$ cat src/rtl/multicycle_controller.sv
// Multicycle RISC-V main controller.
// Moore FSM driving datapath enables and mux selects.
module multicycle_controller (
    input  logic       clk,
    input  logic       reset_n,
    input  logic [6:0] op,
    input  logic       zero,
    output logic       pc_write,
    output logic       ir_write,
    output logic       reg_write,
    output logic       mem_write,
    output logic       adr_src,
    output logic [1:0] result_src,
    output logic [1:0] alu_src_a,
    output logic [1:0] alu_src_b,
    output logic [1:0] alu_op,
    output logic       illegal,
    output logic [3:0] state
);

    typedef enum logic [3:0] {
        FETCH    = 4'd0,
        DECODE   = 4'd1,
        MEMADR   = 4'd2,
        MEMREAD  = 4'd3,
        MEMWB    = 4'd4,
        MEMWRITE = 4'd5,
        EXECUTER = 4'd6,
        ALUWB    = 4'd7,
        EXECUTEI = 4'd8,
        JAL      = 4'd9,
        BEQ      = 4'd10
    } state_t;

    state_t state_q;
    state_t state_d;

    logic is_lw;
    logic is_sw;
    logic is_r;
    logic is_i;
    logic is_jal;
    logic is_beq;

    logic pc_update;
    logic branch;
    logic ir_en;
    logic reg_en;
    logic mem_en;
    logic bad_op;

    assign is_lw  = (op == 7'b0000011);
    assign is_sw  = (op == 7'b0100011);
    assign is_r   = (op == 7'b0110011);
    assign is_i   = (op == 7'b0010011);
    assign is_jal = (op == 7'b1101111);
    assign is_beq = (op == 7'b1100011);

    // State register; async reset parks the FSM in FETCH.
    always_ff @(posedge clk or negedge reset_n) begin
        if (!reset_n) begin
            state_q <= FETCH;
        end else begin
            state_q <= state_d;
        end
    end

    // Next-state and per-state Moore outputs.
    always_comb begin
        state_d    = FETCH;
        pc_update  = 1'b0;
        branch     = 1'b0;
        ir_en      = 1'b0;
        reg_en     = 1'b0;
        mem_en     = 1'b0;
        bad_op     = 1'b0;
        adr_src    = 1'b0;
        result_src = 2'b00;
        alu_src_a  = 2'b00;
        alu_src_b  = 2'b00;
        alu_op     = 2'b00;
        case (state_q)
            FETCH: begin
                state_d    = DECODE;
                ir_en      = 1'b1;
                pc_update  = 1'b1;
                alu_src_b  = 2'b10;
                result_src = 2'b10;
            end
            DECODE: begin
                alu_src_a = 2'b01;
                alu_src_b = 2'b01;
                unique case (1'b1)
                    is_lw, is_sw: state_d = MEMADR;
                    is_r:         state_d = EXECUTER;
                    is_i:         state_d = EXECUTEI;
                    is_jal:       state_d = JAL;
                    is_beq:       state_d = BEQ;
                    default: begin
                        state_d = FETCH;
                        bad_op  = 1'b1;
                    end
                endcase
            end
            MEMADR: begin
                state_d   = is_lw ? MEMREAD : MEMWRITE;
                alu_src_a = 2'b10;
                alu_src_b = 2'b01;
            end
            MEMREAD: begin
                state_d = MEMWB;
                adr_src = 1'b1;
            end
            MEMWB: begin
                state_d    = FETCH;
                result_src = 2'b01;
                reg_en     = 1'b1;
            end
            MEMWRITE: begin
                state_d = FETCH;
                adr_src = 1'b1;
                mem_en  = 1'b1;
            end
            EXECUTER: begin
                state_d   = ALUWB;
                alu_src_a = 2'b10;
                alu_op    = 2'b10;
            end
            EXECUTEI: begin
                state_d   = ALUWB;
                alu_src_a = 2'b10;
                alu_src_b = 2'b01;
                alu_op    = 2'b10;
            end
            ALUWB: begin
                state_d = FETCH;
                reg_en  = 1'b1;
            end
            JAL: begin
                state_d   = ALUWB;
                alu_src_a = 2'b01;
                alu_src_b = 2'b10;
                pc_update = 1'b1;
            end
            BEQ: begin
                state_d   = FETCH;
                alu_src_a = 2'b10;
                alu_op    = 2'b01;
                branch    = 1'b1;
            end
            default: begin
                state_d = FETCH;
            end
        endcase
    end

    // Enables are held low while reset is asserted.
    always_comb begin
        pc_write  = reset_n & (pc_update | (branch & zero));
        ir_write  = reset_n & ir_en;
        reg_write = reset_n & reg_en;
        mem_write = reset_n & mem_en;
        illegal   = reset_n & bad_op;
    end

    assign state = state_q;

endmodule

$ cat config.mk
export PLATFORM = sky130hd
export DESIGN_NAME = multicycle_controller
export DESIGN_NICKNAME = d
export VERILOG_FILES = /design/src/rtl/multicycle_controller.sv
export SDC_FILE = /design/constraint.sdc
export NUM_CORES = 1
export LEC_CHECK = 0
export BUFFER_PORTS_ARGS = -buffer_cell sky130_fd_sc_hd__buf_2
export CAP_MARGIN = 10
export CORE_MARGIN = 2
export CORE_UTILIZATION = 37
export DETAILED_ROUTE_END_ITERATION = 12
export PLACE_DENSITY = 0.72
export SLEW_MARGIN = 30
export SYNTH_ARGS = -nofsm -noshare
export SYNTH_HDL_FRONTEND = slang
export SYNTH_SLANG_ARGS = --single-unit
$ cat constraint.sdc
create_clock -name clk -period 1.45 [get_ports clk]
set_input_delay 0.29 -clock clk [delete_from_list [all_inputs] [get_ports clk]]
set_output_delay 0.29 -clock clk [all_outputs]
set_load 0.02 [all_outputs]
==> results.md, run 1 <==
* Status: finished, violations left
* Failing checks: setup timing
* Highest Clock Rate at 572 MHz
* CP Class: register to primary output
* Final setup fails at 16
* Worst Hold Class: input pin to async pin
* Sequential Power Share at 12.7%
* Mapped Area at 482 sq um
* Core Box Area at 0.00125 sq mm
* CTS H-Tree Depth at 1
* Final Total Pwr at 1.28 mW
* Worst skew pair latency at 0.25 ns
* Main flop type after synthesis: dfrtp_1
* Clk sink count at 4
* Most frequent cells in the layout: buf_4, buf_2, buf_6, a21oi_1, nor2_1
* Critical path arrival at 1.46 ns
* Number of synthesized flops with an enable pin at 0
* Die height at 40.1 um
* Vias in the first global route at 689
* Final min period at 1.75 ns
* FP Rows at 13
* Total grt overflow at 0
* Post-DRT Antenna Nets at 0
* #FFs+latches synth at 4
* Worst setup EP type: primary output
* DR WL/cell at 15.0 um
* Cell Int Power at 705 uW
* Root Buffer: clkbuf_4
* Core Util, Final at 84.6%
* Most common cell after layout, fill and taps aside: buf_4
* WP buf/inv at 2
* Worst-path cell chain: buf_4, nand2b_4, a21oi_1, a21oi_1, nor2_1, buf_4
* Final #Nets at 133
* Final wirelength at 2040 um
* Crit-path max cell delay at 0.48 ns
* Pin count of the biggest net entering global routing at 8
* Ranking of synthesized cells by area: dfrtp_1, a21oi_1, nand2b_1
* CP max-delay cell: dfrtp_2
* Port Buffers at 27
* Power Dens Cells at 1210 mW/mm^2
* DRC errors left at 0
* P_sw at 574 uW
* Clock Power Share at 12.0%
* Mapped Cells at 67
* Max reg flops at 4
* Synth Warn # at 0
* Die area at 0.00161 sq mm
* Yosys top cell by area: dfrtp_1
* Worst rel slew slack at 71.6%
* Pre-CTS setup slack at -0.0291 ns
* Max-cap violations at 0
* Clk buf depth at 2
* Switching share of power at 44.9%
* Unrepaired setup endpoints after global routing: true
* Drt via density at 5.40
* Worst path required time at 1.16 ns
* Detailed Place HPWL at 1200 um
* Post-Layout Inst Area at 0.00106 sq mm
* Register area share after synthesis at 20.8%
* CP Launch Type: register
* Max-slew violations at 0
* Clock-pin slew on the worst setup and hold paths at 0.05 ns
* GP Congestion at 0.837
* Antenna violations before repair at 0
* Worst Max-Slew Pin Slew at 0.415 ns
* Max FO, Critical Path at 7
* Setup TNS at -2.78 ns
* First-pass GRT wire length at 3040 um
* Yosys top cell area share at 20.8%
* DIE WIDTH at 40.1 um
* Post-Syn Nets at 77
* Clock skew at 0.0131 ns
* Max IR drop VDD at 812 uV
* Vias after detailed routing at 734
* Combinational fraction of design power at 75.3%
* IO Pins at 28
* Initial Util at 38.5%
* Layout cells sized above 1 at 70.2%
* CTS tree: done
* Final worst path period share at 120%
* Mean Syn Cell Area at 7.19 sq um
* Num CTS Buffers at 3
* LEAKAGE at 0.499 nW
* DR iter-0 viols at 13
* Placed cell areas at 867 sq um
* Synth unique cells at 35
* Asr flop ratio synth at 100%
* First-pass DRT Iterations at 4
* Setup ws final at -0.297 ns
* GRT Overall Usage at 29.5%
* Layout area overhead at 120%
* Top delay family on crit path: flip-flops
* Number of diodes at 0
* Final Hold Viols at 0
-- final cells by class --
class                           count  area, sq um
Clock buffer                        3         22.5
Inverter                            3         11.3
Sequential cell                     4          105
Tap cell                           15         18.8
Multi-Input combinational cell     55          482
Timing Repair Buffer               56          420
Fill cell                          75          193
-- timing repair --
item,CTS,global route
hold endpoints to repair,1,0
gates resized for setup,27,4
pin swaps,5,4
endpoints found under the setup margin,15,16
hold buffers,1,0
setup buffers,4,3
-- cell usage after synthesis, types with 2 or more instances --
cell type / instances
a21oi_1: 7
clkbuf_1: 2
dfrtp_1: 4
inv_1: 3
nand2_1: 5
nand2b_1: 5
nor2_1: 7
nor2b_1: 2
nor3_1: 3
nor4_1: 3
o21ai_0: 2
-- cells by family after synthesis --
logic type	after synthesis	share of synthesized area, %
AND/OR/NAND/NOR	36	43.6
AO/OA/AOI/OAI	17	23.1
buffers and inverters	8	8.83
XOR/XNOR	2	3.64
flip-flops	4	20.8
-- path summary, 6_finish.rpt --
path	depth (start not counted)	end	slack, ns	from
setup / recovery	6	alu_src_b[0]	-0.30	state[1]
max in group asynchronous	2	state[3]	0.90	reset_n
hold reg to reg	2	state[3]	0.67	state[3]
hold / removal	2	state[2]	0.02	reset_n
setup reg to reg	5	state[1]	-0.16	state[1]
min in group clk	3	state[2]	0.38	op[3]
-- worst reg2reg max path, cell delays in order (launching register included) --
cell and delay [ns]:
dfrtp_2 0.48, nor2_4 0.16, nand2_2 0.08, buf_4 0.14, or4_4 0.43, o211ai_1 0.22
-- metrics by stage --
| stage | hold WS [ns] | instances |
|---|---|---|
| floorplan | -0.00559 | 67 |
| global placement | 0.100 | 125 |
| detailed placement | 0.101 | 125 |
| CTS | 0.00266 | 133 |
| global route | 0.00926 | 136 |
| finish | 0.0177 | 136 |
-- routing by layer --
| metal | global-route usage (%) | share of wire [%] | up-vias |
|---|---|---|---|
| met5 | 0 | 0 | - |
| met4 | 15.5 | 1.6 | 0 |
| met3 | 7.22 | 3.2 | 4 |
| met2 | 53.6 | 56 | 27 |
| met1 | 30.8 | 39 | 352 |
| li1 | - | - | 351 |
-- power groups by stage --
stage / Sequential, mW / Combinational, mW / Clock (mW)
global placement: 0.172 / 0.718 / 0
detailed placement: 0.171 / 0.726 / 0
floorplan: 0.172 / 0.543 / 0
finish: 0.163 / 0.963 / 0.154
global route: 0.165 / 1.02 / 0.170
CTS: 0.163 / 0.922 / 0.156
No activity file was read; power rests on OpenSTA's default activity.
==> run 2, diff against run 1 <==
--- a/config.mk
+++ b/config.mk
@@ -7,8 +7,7 @@
 export LEC_CHECK = 0
-export BUFFER_PORTS_ARGS = -buffer_cell sky130_fd_sc_hd__buf_2
 export CAP_MARGIN = 10
-export CORE_MARGIN = 2
-export CORE_UTILIZATION = 37
+export CORE_AREA = 2 2 39 41
 export DETAILED_ROUTE_END_ITERATION = 12
-export PLACE_DENSITY = 0.72
+export DIE_AREA = 0 0 41 43
+export DONT_BUFFER_PORTS = 1
 export SLEW_MARGIN = 30
==> constraint.sdc (replaced) <==
create_clock -name clk -period 1.45 [get_ports clk]
set_input_delay 0.145 -clock clk [delete_from_list [all_inputs] [get_ports clk]]
set_output_delay 0.145 -clock clk [all_outputs]
set_load 0.02 [all_outputs]
==> run 2 against run 1 <==
Effect of this change:
- the run still ends with setup timing left
- power down 15%
- critical path depth unchanged
- first-iteration DRC count up 7.7%
- sequential power up 9%
- core utilization down 21 points
- largest cell class unchanged
==> results.md, run 2 (synthesis gave the netlist of run 1 again) <==
* Port Buffers at 0
* CTS tree: done
* Post-DRT Antenna Nets at 0
* Final min period at 1.51 ns
* Vias after detailed routing at 614
* Layout area overhead at 83.1%
* CP Class: register to primary output
* Worst setup EP type: primary output
* Final worst path period share at 104%
* Initial Util at 34.8%
* DR iter-0 viols at 14
* Worst path required time at 1.31 ns
* Max-cap violations at 0
* Drt via density at 5.48
* Max FO, Critical Path at 10
* Total grt overflow at 0
* Final #Nets at 107
* Worst Setup SP: state[1]
* Final setup fails at 6
* Num CTS Buffers at 3
* Core Box Area at 0.00138 sq mm
* GP Congestion at 0.790
* Core Util, Final at 63.7%
* First-pass GRT wire length at 2460 um
* IO Pins at 28
* Die area at 0.00176 sq mm
* Unrepaired setup endpoints after global routing: true
* LEAKAGE at 0.377 nW
* Clock-pin slew on the worst setup and hold paths at 0.04 ns
* Clk buf depth at 2
* Highest Clock Rate at 661 MHz
* DIE WIDTH at 41 um
* Root Buffer: clkbuf_4
* Layout cells sized above 1 at 61.5%
* Vias in the first global route at 554
* Final non-filler cell total at 112
* Worst rel slew slack at 71.6%
* DRC errors left at 0
* Worst Hold Depth at 1
* Number of diodes at 0
* Most frequent cells in the layout: buf_4, nor2_1, buf_6, a21oi_1
* Die height at 43 um
* Setup ws final at -0.0621 ns
* GRT Overall Usage at 20.7%
* FP Rows at 14
* Clock skew at 0.00139 ns
* Failing checks: setup timing
* CP Launch Type: register
* First-pass DRT Iterations at 4
* Setup TNS at -0.200 ns
* Antenna violations before repair at 0
* Clk sink count at 4
* Worst skew pair latency at 0.24 ns
* Max-slew violations at 0
* Most common cell after layout, fill and taps aside: buf_4
* Crit path to: alu_src_b[0]
* Pin count of the biggest net entering global routing at 11
* Worst Max-Slew Pin Slew at 0.422 ns
* Final Hold Viols at 0
* FF-to-FF End: state[2]
* DP Cell Count at 101
* Worst r2r src: state[2]
* CTS H-Tree Depth at 1
* Max reg flops at 4
* Max IR drop VDD at 649 uV
* Worst Hold Class: input pin to register
* FF-to-FF setup slack at 0.01 ns
* Detailed Place HPWL at 1070 um
* Power Dens Cells at 1230 mW/mm^2
* Critical path arrival at 1.37 ns
* Final wirelength at 1550 um
* Worst hold start: op[6]
* Worst-case reg-to-reg path depth at 4
* Status: finished, violations left
* DR WL/cell at 13.8 um
[run 2: cell count changes in the layout (fill, tap and decap cells not counted), moves of 2 or more]
| cell | previous run | this run |
|---|---|---|
| buf_2 | 13 | 0 |
| buf_4 | 34 | 21 |
| nor4_2 | 0 | 3 |
| nor4_4 | 3 | 0 |
| a21oi_2 | 0 | 2 |
| nor2_1 | 5 | 7 |
| nor2_2 | 2 | 0 |
[run 2: repair_timing]
action,4_1_cts,5_1_grt
hold buffers,1,0
pin swaps,4,2
buffers inserted,6,0
hold endpoints to repair,4,0
resized for setup,16,12
setup endpoints to repair,8,16
[run 2: report_power, final]
group	internal [mW]	switching [mW]	total, mW
combinational	0.357	0.389	0.746
sequential	0.133	0.0437	0.177
clock	0.104	0.0557	0.160
total	0.595	0.489	1.08
[run 2: layout make-up]
type / instances / area [sq um]
fill: 123 / 502
multi-input combinational: 55 / 458
timing repair buffer: 30 / 262
sequential: 4 / 105
clock buffer: 4 / 26.3
tap: 16 / 20.0
inverter: 3 / 11.3
[run 2: how the worst min path moves through the flow]
stage / to / slack [ns]
after floorplan: state[0] / -0.15
after global placement: state[3] / -0.15
after detailed placement: state[3] / -0.15
after CTS: state[2] / 0.03
after global routing: state[2] / 0.02
final: state[2] / 0.03
[run 2: worst max-delay path, stage by stage (launching register included)]
cell and delay (ns):
dfrtp_2 0.44, buf_8 0.16, nand2b_4 0.14, a21oi_2 0.12
a21oi_1 0.05, nor2_1 0.08, buf_4 0.14
[run 2: metal layers]
metal | vias up | global-route usage, % | share of wire [%]
li1 | 300 | - | -
met1 | 285 | 27.1 | 41
met2 | 29 | 30.9 | 52
met3 | 0 | 4.19 | 7.3
met4 | 0 | 10.0 | 0
met5 | - | 0 | 0
[run 2: stage by stage]
step / area [sq um] / total power, mW / hold slack (ns) / worst slack (ns)
after global placement: 687 / 0.775 / -0.150 / 0.107
after floorplan: 533 / 0.572 / -0.151 / -0.0469
after global routing: 882 / 1.15 / 0.0155 / -0.107
after detailed placement: 687 / 0.781 / -0.151 / 0.0497
after CTS: 828 / 1.06 / 0.0339 / -0.0543
final: 882 / 1.08 / 0.0312 / -0.0621
==> run 3, diff against run 2 <==
HOLD_SLACK_MARGIN = 0.12   (was default)
==> run 3 against run 2 <==
Effect of this change:
- the flow still finishes with violations (setup timing)
- highest routed layer unchanged
- maximum frequency grew 0.25%
- largest power group unchanged
- clock power is essentially flat
- cell area grew 3.4%
- routed wire length grew 3.6%
- sequential cell count is the same
- final cell count grew 2.7%
- core utilization grew 2.2 points
- critical path depth is the same
- worst hold slack gained 0.11 ns
==> results.md, run 3 (synthesis gave the netlist of run 1 again) <==
* Final Hold Viols at 0
* FP Rows at 14
* Clock Power Share at 14.6%
* DIE WIDTH at 41 um
* Critical path arrival at 1.36 ns
* Status: finished, violations left
* Max-cap violations at 0
* Root Buffer: clkbuf_4
* Num CTS Buffers at 3
* Sequential Power Share at 16.2%
* DRC errors left at 0
* Most common cell after layout, fill and taps aside: buf_4
* Post-DRT Antenna Nets at 0
* P_sw at 493 uW
* DR WL/cell at 14.0 um
* Switching share of power at 45.1%
* Antenna violations before repair at 0
* Max FO, Critical Path at 10
* Worst path required time at 1.31 ns
* Register Area at 105 sq um
* Vias after detailed routing at 619
* Core Box Area at 0.00138 sq mm
* CP Launch Type: register
* Max reg flops at 4
* Final min period at 1.51 ns
* Unrepaired setup endpoints after global routing: true
* Layout area overhead at 89.4%
* Fillers at 125
* Final setup fails at 6
* Port Buffers at 0
* CTS tree: done
* Core Util, Final at 65.9%
* Total grt overflow at 0
* Area of the multi-input gates at 458 sq um
* CP Class: register to primary output
* Die height at 43 um
* Clock-pin slew on the worst setup and hold paths at 0.04 ns
* Combinational fraction of design power at 69.2%
* Detailed Place HPWL at 1070 um
* First-pass GRT wire length at 2550 um
* Worst rel slew slack at 72.1%
* IO Pins at 28
* Pin count of the biggest net entering global routing at 11
* Max-slew violations at 0
* Drt via density at 5.38
* CTS H-Tree Depth at 1
* Die area at 0.00176 sq mm
* Worst Max-Slew Pin Slew at 0.415 ns
* GRT Overall Usage at 21.5%
* Initial Util at 34.8%
* Placed cell areas at 687 sq um
* Final #Nets at 110
* Power Dens Cells at 1200 mW/mm^2
* Highest Clock Rate at 663 MHz
* Worst skew pair latency at 0.24 ns
* DR iter-0 viols at 25
* Final wirelength at 1610 um
* Clock skew at 0.00294 ns
* Final worst path period share at 104%
* Layout cells sized above 1 at 59.6%
* Post-Layout Inst Area at 912 sq um
* Clk buf depth at 2
* Failing checks: setup timing
* LEAKAGE at 0.389 nW
* Clk sink count at 4
* Worst setup EP type: primary output
* Setup ws final at -0.0584 ns
* Max IR drop VDD at 654 uV
* Most frequent cells in the layout: buf_4, nor2_1, buf_6, a21oi_1
* Worst Hold Class: input pin to register
* First-pass DRT Iterations at 4
* Vias in the first global route at 568
* GP Congestion at 0.790
* Cell Int Power at 600 uW
* Number of diodes at 0
## run 3: repair_timing
| item | CTS | global route |
|---|---|---|
| pin swaps | 4 | 2 |
| setup buffers | 6 | 0 |
| endpoints found under the hold margin | 5 | 0 |
| hold buffers | 4 | 0 |
| gates resized for setup | 16 | 12 |
| setup endpoints to repair | 8 | 16 |
## run 3: per-stage QoR
stage                     total power [mW]  worst slack [ns]  setup TNS, ns  cells  hold slack (ns)
after global placement               0.775             0.107              0    101           -0.150
after floorplan                      0.572           -0.0469         -0.279     67           -0.151
after global routing                  1.15            -0.107         -0.902    115            0.134
final                                 1.09           -0.0584         -0.179    115            0.137
after CTS                             1.06           -0.0543         -0.198    115            0.125
after detailed placement             0.781            0.0497              0    101           -0.151
## run 3: layout make-up
type / count / share of cell area (%)
repair buffers: 33 / 32.0
inverters: 3 / 1.23
flip-flops and latches: 4 / 11.5
well taps: 16 / 2.19
multi-input cells: 55 / 50.2
clock buffers: 4 / 2.88
## run 3: routing by layer
metal  share of wire (%)  vias to the layer above  wire [um]  global-route usage (%)
li1                    -                      307          -                       -
met4                   0                        0          0                    10.0
met5                   0                        -          0                       0
met3                 6.4                        0        103                    4.19
met2                  53                       22        856                    33.1
met1                  40                      290        645                    27.4
## run 3: worst paths after layout
| check | from | endpoint | slack [ns] | depth (start not counted) |
|---|---|---|---|---|
| min in group asynchronous | reset_n | state[2] | 0.18 | 1 |
| setup / recovery | state[1] | alu_src_b[0] | -0.06 | 6 |
| hold / removal | op[2] | state[2] | 0.14 | 2 |
| hold reg to reg | state[3] | state[3] | 0.66 | 2 |
| setup reg to reg | state[2] | state[2] | 0.02 | 4 |
| max in group asynchronous | reset_n | state[3] | 1.08 | 1 |
## run 3: worst max-delay path, cell delays in order (launching register included)
cell and delay [ns]:
dfrtp_2 0.44, buf_8 0.16, nand2b_4 0.14, a21oi_2 0.12
a21oi_1 0.05, nor2_1 0.08, buf_4 0.14
## run 3: power groups by stage
stage | combinational [mW] | clock, mW | sequential (mW)
6_report | 0.757 | 0.160 | 0.177
5_1_grt | 0.802 | 0.172 | 0.181
4_1_cts | 0.723 | 0.162 | 0.178
3_5_place_dp | 0.603 | 0 | 0.177
3_3_place_gp | 0.600 | 0 | 0.175
2_1_floorplan | 0.407 | 0 | 0.165
